`config.mk`:
```
export PLATFORM = sky130hd
export DESIGN_NAME = line_fifo_arbiter
export DESIGN_NICKNAME = d
export VERILOG_FILES = /design/src/rtl/line_fifo_arbiter.sv
export SDC_FILE = /design/constraint.sdc
export NUM_CORES = 1
export LEC_CHECK = 0
export ABC_CLOCK_PERIOD_IN_PS = 12700
export CORE_MARGIN = 8
export CORE_UTILIZATION = 52
export CTS_CLUSTER_DIAMETER = 120
export DETAILED_ROUTE_END_ITERATION = 8
export GPL_TIMING_DRIVEN = 0
export PLACE_DENSITY_LB_ADDON = 0.3
export SYNTH_ARGS = -nofsm -noshare
export SYNTH_HDL_FRONTEND = slang
export SYNTH_SLANG_ARGS = --single-unit
```
`constraint.sdc`:
```
create_clock -name clk_50mhz -period 12.7 [get_ports clk_50mhz]
set_clock_uncertainty 0.2 [all_clocks]
set_input_delay 2.54 -clock clk_50mhz [delete_from_list [all_inputs] [get_ports clk_50mhz]]
set_output_delay 2.54 -clock clk_50mhz [all_outputs]
set_load 0.03 [all_outputs]
```
`src/rtl/line_fifo_arbiter.sv`:
```
// -----------------------------------------------------------------------------
// line_fifo_arbiter
//
// Owns the shared option-line FIFO that sits between the parser and the
// solver. The board is processed in three phases:
//   FILL  - the parser writes option lines into the FIFO.
//   SOLVE - the solver pops lines and writes them back (recirculation).
//   DRAIN - the FIFO is emptied before the next board.
// The module arbitrates the single FIFO write port by phase, issues solver
// pops, and tracks how many entries the FIFO holds. It also sets `stalled`
// when one full pass over the FIFO gives no progress.
//
// Optional build macro: LINE_FIFO_STATS_EN
//   When defined, adds per-board statistics ports wr_count, pop_count and
//   pass_count. They are cleared on rst and on DRAIN->FILL.
//
// Ports
//   clk_50mhz   in   system clock
//   rst         in   synchronous, active-high reset
//   p_valid     in   parser has a line to write
//   p_data      in   parser line
//   p_ready     out  parser write accepted when p_valid && p_ready
//   s_valid     in   solver has a line to put back
//   s_data      in   solver line
//   s_ready     out  solver write accepted when s_valid && s_ready
//   rd_req      in   solver requests the next line
//   rd_grant    out  pop issued this cycle; FIFO dout is valid next cycle
//   parse_done  in   pulse: board fully parsed (only honoured in FILL)
//   solve_done  in   pulse: board solved (only honoured in SOLVE)
//   progress    in   pulse: solver resolved at least one cell
//   fifo_din    out  FIFO write data (holds the last written value)
//   fifo_wr_en  out  FIFO write enable
//   fifo_rd_en  out  FIFO read enable
//   fifo_full   in   FIFO full flag
//   fifo_empty  in   FIFO empty flag
//   phase       out  0 FILL, 1 SOLVE, 2 DRAIN
//   occupancy   out  number of entries the FIFO currently holds
//   stalled     out  sticky: a full pass completed with no progress
// -----------------------------------------------------------------------------
module line_fifo_arbiter #(
  parameter int WIDTH = 16,
  parameter int DEPTH = 1024,
  localparam int OW = $clog2(DEPTH + 1)
) (
  input  logic             clk_50mhz,
  input  logic             rst,
  input  logic             p_valid,
  input  logic [WIDTH-1:0] p_data,
  output logic             p_ready,
  input  logic             s_valid,
  input  logic [WIDTH-1:0] s_data,
  output logic             s_ready,
  input  logic             rd_req,
  output logic             rd_grant,
  input  logic             parse_done,
  input  logic             solve_done,
  input  logic             progress,
  output logic [WIDTH-1:0] fifo_din,
  output logic             fifo_wr_en,
  output logic             fifo_rd_en,
  input  logic             fifo_full,
  input  logic             fifo_empty,
  output logic [1:0]       phase,
  output logic [OW-1:0]    occupancy,
`ifdef LINE_FIFO_STATS_EN
  output logic [31:0]      wr_count,
  output logic [31:0]      pop_count,
  output logic [15:0]      pass_count,
`endif
  output logic             stalled
);

  typedef enum logic [1:0] {
    FILL  = 2'd0,
    SOLVE = 2'd1,
    DRAIN = 2'd2
  } phase_e;

  localparam logic [OW-1:0] OCC_MAX = OW'(DEPTH);
  localparam logic [OW-1:0] OCC_ONE = OW'(1);

  phase_e           phase_q, phase_d;
  logic [OW-1:0]    occ_q;
  logic [OW-1:0]    pass_cnt;
  logic [OW-1:0]    pass_len;
  logic [WIDTH-1:0] din_q;
  logic             stalled_q;
  logic             stall_set;
  logic             drain_pop;
  logic             p_wr;
  logic             s_wr;
  logic             pass_hit;
  logic             drain_exit;

  // ---------------------------------------------------------------------------
  // Per-phase handshakes. These are combinational from the registered phase,
  // so a write is accepted in the same cycle it is offered. All of them are
  // forced low while rst is high.
  // ---------------------------------------------------------------------------
  // NOTE: every output of a combinational block gets a default first. Without
  // the default, a path that skips an assignment would infer a latch.
  always_comb begin
    p_ready   = 1'b0;
    s_ready   = 1'b0;
    rd_grant  = 1'b0;
    drain_pop = 1'b0;
    if (!rst) begin
      case (phase_q)
        FILL:  p_ready = !fifo_full;
        SOLVE: begin
          s_ready  = !fifo_full;
          rd_grant = rd_req && !fifo_empty;
        end
        DRAIN:   drain_pop = !fifo_empty;
        default: ;
      endcase
    end
  end

  assign p_wr       = p_valid && p_ready;
  assign s_wr       = s_valid && s_ready;
  assign fifo_wr_en = p_wr || s_wr;
  assign fifo_rd_en = rd_grant || drain_pop;
  assign fifo_din   = p_wr ? p_data : (s_wr ? s_data : din_q);

  // The pop that makes pass_cnt equal to pass_len ends the pass.
  assign pass_hit   = rd_grant && (pass_len != '0) && ((pass_cnt + OCC_ONE) == pass_len);
  assign drain_exit = (phase_q == DRAIN) && fifo_empty && (occ_q == '0);

  // ---------------------------------------------------------------------------
  // Phase sequencing. If solve_done arrives in the same cycle as a stall, the
  // board counts as solved, so stalled is not set.
  // ---------------------------------------------------------------------------
  always_comb begin
    phase_d   = phase_q;
    stall_set = 1'b0;
    case (phase_q)
      FILL: if (parse_done) phase_d = SOLVE;
      SOLVE: begin
        if (solve_done) begin
          phase_d = DRAIN;
        end else if (pass_hit && !progress) begin
          phase_d   = DRAIN;
          stall_set = 1'b1;
        end
      end
      DRAIN:   if (drain_exit) phase_d = FILL;
      default: phase_d = FILL;
    endcase
  end

  // NOTE: sequential state uses non-blocking assignments only. Every register
  // then samples the values from before the edge, whatever the statement order.
  always_ff @(posedge clk_50mhz) begin
    if (rst) begin
      phase_q   <= FILL;
      occ_q     <= '0;
      stalled_q <= 1'b0;
      din_q     <= '0;
      pass_cnt  <= '0;
      pass_len  <= '0;
    end else begin
      phase_q <= phase_d;

      if (fifo_wr_en) din_q <= fifo_din;

      // A write and a pop in the same cycle cancel out. The count saturates
      // at both ends, so a misbehaving FIFO cannot make it wrap.
      case ({fifo_wr_en, fifo_rd_en})
        2'b10:   if (occ_q != OCC_MAX) occ_q <= occ_q + OCC_ONE;
        2'b01:   if (occ_q != '0) occ_q <= occ_q - OCC_ONE;
        default: ;
      endcase

      if (stall_set) begin
        stalled_q <= 1'b1;
      end else if (drain_exit) begin
        stalled_q <= 1'b0;
      end

      // A pass is one full sweep over the current FIFO contents. Progress
      // starts a new pass sized to what is held now; it wins over a
      // simultaneous pop.
      if (phase_q == FILL && parse_done) begin
        pass_len <= occ_q;
        pass_cnt <= '0;
      end else if (phase_q == SOLVE) begin
        if (progress) begin
          pass_len <= occ_q;
          pass_cnt <= '0;
        end else if (rd_grant) begin
          pass_cnt <= pass_cnt + OCC_ONE;
        end
      end
    end
  end

  assign phase     = phase_q;
  assign occupancy = occ_q;
  assign stalled   = stalled_q;

`ifdef LINE_FIFO_STATS_EN
  // Per-board statistics. They restart with each new board.
  always_ff @(posedge clk_50mhz) begin
    if (rst || drain_exit) begin
      wr_count   <= '0;
      pop_count  <= '0;
      pass_count <= '0;
    end else begin
      if (fifo_wr_en) wr_count <= wr_count + 32'd1;
      if (fifo_rd_en) pop_count <= pop_count + 32'd1;
      if (phase_q == SOLVE && pass_hit) pass_count <= pass_count + 16'd1;
    end
  end
`endif

endmodule

```
== After elaboration in Yosys (flattened, before gate mapping) ==
Cells that the tools add are included.
Widths: inputs -> output; s select.

* Register bits: 52

* Add/subtract/negate cells: 3
* Eq/ne operators: 11
* Multiplexer cells: 28
* Reductions and logical operators: 28

{| class="wikitable"
|+ Operator list
! cell !! number
|-
| $mux 11 || 7
|-
| $mux 16 || 2
|-
| $add 11x1->11 const B || 2
|-
| $pmux 11 s2 || 1
|-
| $reduce_bool 11->1 || 2
|-
| $mux 1 || 13
|-
| $eq 11x11->1 || 1
|-
| $logic_not 11->1 || 1
|-
| $ne 11x11->1 const B || 1
|-
| $sub 11x1->11 const B || 1
|-
| $reduce_bool 2->1 || 5
|-
| $logic_and 1x1->1 || 9
|-
| $mux 2 || 4
|-
| $ne 2x2->1 const B || 4
|-
| $pmux 2 s3 || 1
|-
| $reduce_and 3->1 || 2
|-
| $eq 2x1->1 const B || 2
|-
| $eq 2x2->1 const B || 2
|-
| $reduce_and 2->1 || 2
|-
| $logic_not 1->1 || 3
|-
| $ne 3x3->1 const B || 1
|-
| $logic_not 2->1 || 1
|-
| $logic_or 1x1->1 || 2
|-
| $reduce_or 2->1 || 1
|}

== Logic depth before layout (Yosys ltp) ==
* Depth after elaboration: 11
* Mapped depth: 15

== Least setup slack after synthesis ==
No wires, ideal clock.

* Path type: in2out
* Start: input fifo_full
* End: output fifo_din[0]
* Arrival: 4.653 ns
* Slack: 5.307 ns
* Stages on the path: 6
* Buffers on the path: 2
* Path through: nor4_1 and2_1 clkbuf_1 clkbuf_1 a22oi_1 nand2_1

* Cells in the longest elaborated chain, start to end: 6
* Elaborated cells on any way between the ends: 9
* Those cells by class: 6 x mux; 3 x reduce/logical

{| class="wikitable"
|+ RTL lines
! item !! line !! text
|-
| start: declaration || 61 || <nowiki>input logic fifo_full,</nowiki>
|-
| $logic_not 1->1 * || 109, 111 ||
|-
| $mux 1 || 108 || <nowiki>case (phase_q)</nowiki>
|-
| $mux 1 || 107 || <nowiki>if (!rst) begin</nowiki>
|-
| $logic_and 1x1->1 || 121 || <nowiki>assign s_wr = s_valid && s_ready;</nowiki>
|-
| $mux 16 || 124 || <nowiki>assign fifo_din = p_wr ? p_data : (s_wr ? s_data : din_q);</nowiki>
|-
| $mux 16 * || 124 ||
|-
| end: declaration || 58 || <nowiki>output logic [WIDTH-1:0] fifo_din,</nowiki>
|}

Every way passes the cells marked *; elsewhere a longest branch is shown, timed or not.

== Final worst setup path ==
* Start: input fifo_full
* End: output fifo_din[8]

The elaborated chain is that of the path after synthesis.

==> flow_metrics.py <==
metrics = {
    "synthesis": {
        "syn_inst": 377,
        "ys_top_cells_by_count": "dfxtp_1, nand2_1, nor2_1",
        "synth_top_cell_by_area": "dfxtp_1",
        "yosysUniqueCellTypes": 52,
        "synth_area_per_cell_um2": 8.13,
        "synthTopCellsByArea": "dfxtp_1, a21oi_1, mux2i_1",
        "yosys.area.top_type_share": 0.340,
        "async_flop_share": 0,
        "synth_most_common_cell": "dfxtp_1",
        "syn_area_um2": 3060,
        "ys_seq_area_frac": 0.340,
        "synth-seq-cells": 52,
        "synth-main-ff-cell": "dfxtp_1",
        "synth_nets": 432,
        "synth_edf_count": 0,
        "yosys_warnings": 0,
    },
    "placed_design": {
        "hpwlAfterDp_um": 6500,
        "port-buffer-count": 76,
        "gp_congestion": 0.900,
    },
    "critical_path": {
        "max_stage_delay_ns": 0.69,
        "path_class": "in -> out",
        "critPathArrivalTime_ns": 5.14,
        "rrSetupSlack_ns": 7.94,
        "crit_slowest_cell": "clkdlybuf4s50_1",
        "r2r_start": "phase[1]",
        "crit_chain": "clkdlybuf4s50_1 > nor4_1 > and2_1 > clkbuf_1 > clkbuf_1 > a22oi_1 > nand2_1 > clkdlybuf4s50_1",
        "r2r_cells": 14,
        "cp_top_family": "buffers and inverters",
        "end_kind": "output port",
        "cp_max_fo": 10,
        "r2r_end": "occupancy[10]",
        "cp.required_ns": 9.96,
        "startpoint_type": "primary input",
        "cp_num_buf_inv": 4,
    },
    "clock_tree": {
        "htree_levels": 2,
        "ctsHoldBuffers": 0,
        "cts_tree": "done",
        "cts_root_buffer": "clkbuf_8",
        "ctsLongestPathBuffers": 2,
        "ctsResizeCount": 0,
        "numCtsBuffers": 5,
        "cts_setup_buffers": 0,
        "path_clk_slew_ns": 0.09,
        "cts.sinks": 52,
        "insertion_delay_ns": 0.30,
    },
    "timing": {
        "hold_ws_ns": 0.271,
        "worst_pin_slew_ns": 0.990,
        "max_freq_mhz": 127,
        "maxSlewViolCount": 0,
        "timing.final.crit_period_ns": 7.88,
        "hold_violations": 0,
        "setup_violations": 0,
        "relSlewSlack": 0.335,
        "fin_crit_sh": 0.620,
        "fin_setup_tns_ns": 0,
        "rsz0062_at_grt": "no",
    },
    "power": {
        "power_leakage_nw": 1.62,
        "ir_worst_vdd_uv": 66.9,
        "power_density_nw_per_um2": 90.5,
        "finalPower_w": 0.000364,
    },
    "layout": {
        "fin_util": 0.692,
        "fin_nets": 515,
        "diodes": 0,
        "nFillCells": 491,
        "drive_gt1_frac": 0.0477,
        "area_growth_pct": 31.4,
    },
    "drt": {
        "met3WireLength_um": 266,
        "drcViolationCount": 0,
        "drt_iter0_drc": 116,
        "routed_wl_um": 8440,
        "firstDrtPassIters": 4,
        "ant_nets": 0,
        "top_layer": "met4",
        "wl_met1_um": 3690,
        "vias_per_cell": 5.61,
        "vias": 3009,
        "route.met2.wl_um": 4310,
        "post_drt_wl_per_cell_um": 15.7,
    },
    "worst_hold_path": {
        "worstHoldStart": "din_q[1]",
        "min_to": "din_q[1]",
        "min_path_type": "reg -> reg",
        "min_path_cells": 2,
    },
    "global_routing": {
        "grt_pass1_vias": 2903,
        "grt_pass1_wl_um": 13700,
        "grt_usage": 0.193,
        "grt_max_degree": 16,
        "antenna_found_initial": 0,
        "grt-ovfl-total": 0,
    },
    "floorplan": {
        "die_area_um2": 8610,
        "initial_core_util": 0.527,
        "core_um2": 5820,
        "rows": 28,
        "io_pins": 77,
        "die_w_um": 92.8,
        "die_h_um": 92.8,
    },
    "run_status": {
        "status": "finished, final reports clean",
    },
    "job": {
        "max-cap-violations": 0,
    },
}
placed cells by master (no fill, tap or decap), drive strengths merged, types with 5 or more instances in the layout:
cell           synthesis  final
clkdlybuf4s50          0     76
dfxtp                 52     52
nand2                 43     43
nor2                  37     37
a21oi                 36     36
mux2i                 18     18
clkbuf                12     18
a22oi                 17     17
o21ai                 16     16
xnor2                 14     14
ha                    12     12
inv                    8      8
buf                    8      8
nand2b                 7      7
nand3                  7      7
a211oi                 7      7
and2                   7      7
nor4                   6      6
nor2b                  6      6
xor2                   6      6
or3                    6      6
a21o                   6      6
nor3                   5      5
worst max-delay path by stage:
stage                         start          end  depth (start not counted)
after floorplan           fifo_full  fifo_din[0]                          6
after global placement          rst  fifo_din[5]                          9
after detailed placement        rst  fifo_din[0]                          9
after CTS                       rst  fifo_din[0]                          9
after global routing            rst  fifo_din[0]                          9
final                     fifo_full  fifo_din[8]                          8
cell families (layout without fill, tap and decap cells):
group                    Yosys count  in the layout  synth area share
multiplexers                      19             19            0.0625
AO/OA/AOI/OAI                     98             98             0.203
adder cells (fa/ha/maj)           13             13            0.0555
XOR/XNOR                          20             20            0.0572
AND/OR/NAND/NOR                  147            147             0.241
buffers and inverters             28            112            0.0408
flip-flops                        52             52             0.340
tightest hold or removal path, cell delays in order, from the launching register on:
cell     delay [ns]
dfxtp_1        0.31
nand2_1        0.06
a21oi_1        0.06
layer usage:
| layer | up-vias | GRT usage |
|---|---|---|
| met4 | 0 | 0.0685 |
| li1 | 1533 | - |
| met3 | 12 | 0.0356 |
| met5 | - | 0 |
| met2 | 56 | 0.347 |
| met1 | 1408 | 0.222 |
sequential cells by signal, indices dropped and copies added (netlist names):
register   flops
pass_len      11
phase          2
din_q         16
pass_cnt      11
stalled        1
occupancy     11
stage by stage:
stage | area, µm² | setup slack [ns] | cells
final | 4030 | 4.82 | 536
after global routing | 4030 | 4.62 | 536
after CTS | 4030 | 4.83 | 536
after detailed placement | 3920 | 4.84 | 528
after global placement | 3920 | 4.84 | 528
after floorplan | 3060 | 5.31 | 377
report_power, final:
| part | total, W | switching, W | leakage [nW] | internal [W] |
|---|---|---|---|---|
| Clock | 0.000113 | 0.0000544 | 0.0552 | 0.0000586 |
| Combinational | 0.0000790 | 0.0000424 | 1.14 | 0.0000366 |
| Sequential | 0.000173 | 0.00000485 | 0.421 | 0.000168 |
| Total | 0.000364 | 0.000102 | 1.62 | 0.000263 |
cell type report:
type | count | area (µm²) | share of cell area
multi-input combinational | 297 | 1900 | 0.471
sequential | 52 | 1040 | 0.259
timing repair buffer | 76 | 761 | 0.189
buffer | 20 | 95.1 | 0.0236
tap | 75 | 93.8 | 0.0233
clock buffer | 6 | 72.6 | 0.0180
clock inverter | 2 | 35.0 | 0.00870
inverter | 8 | 30.0 | 0.00746
(Power assumes the default switching activity.)
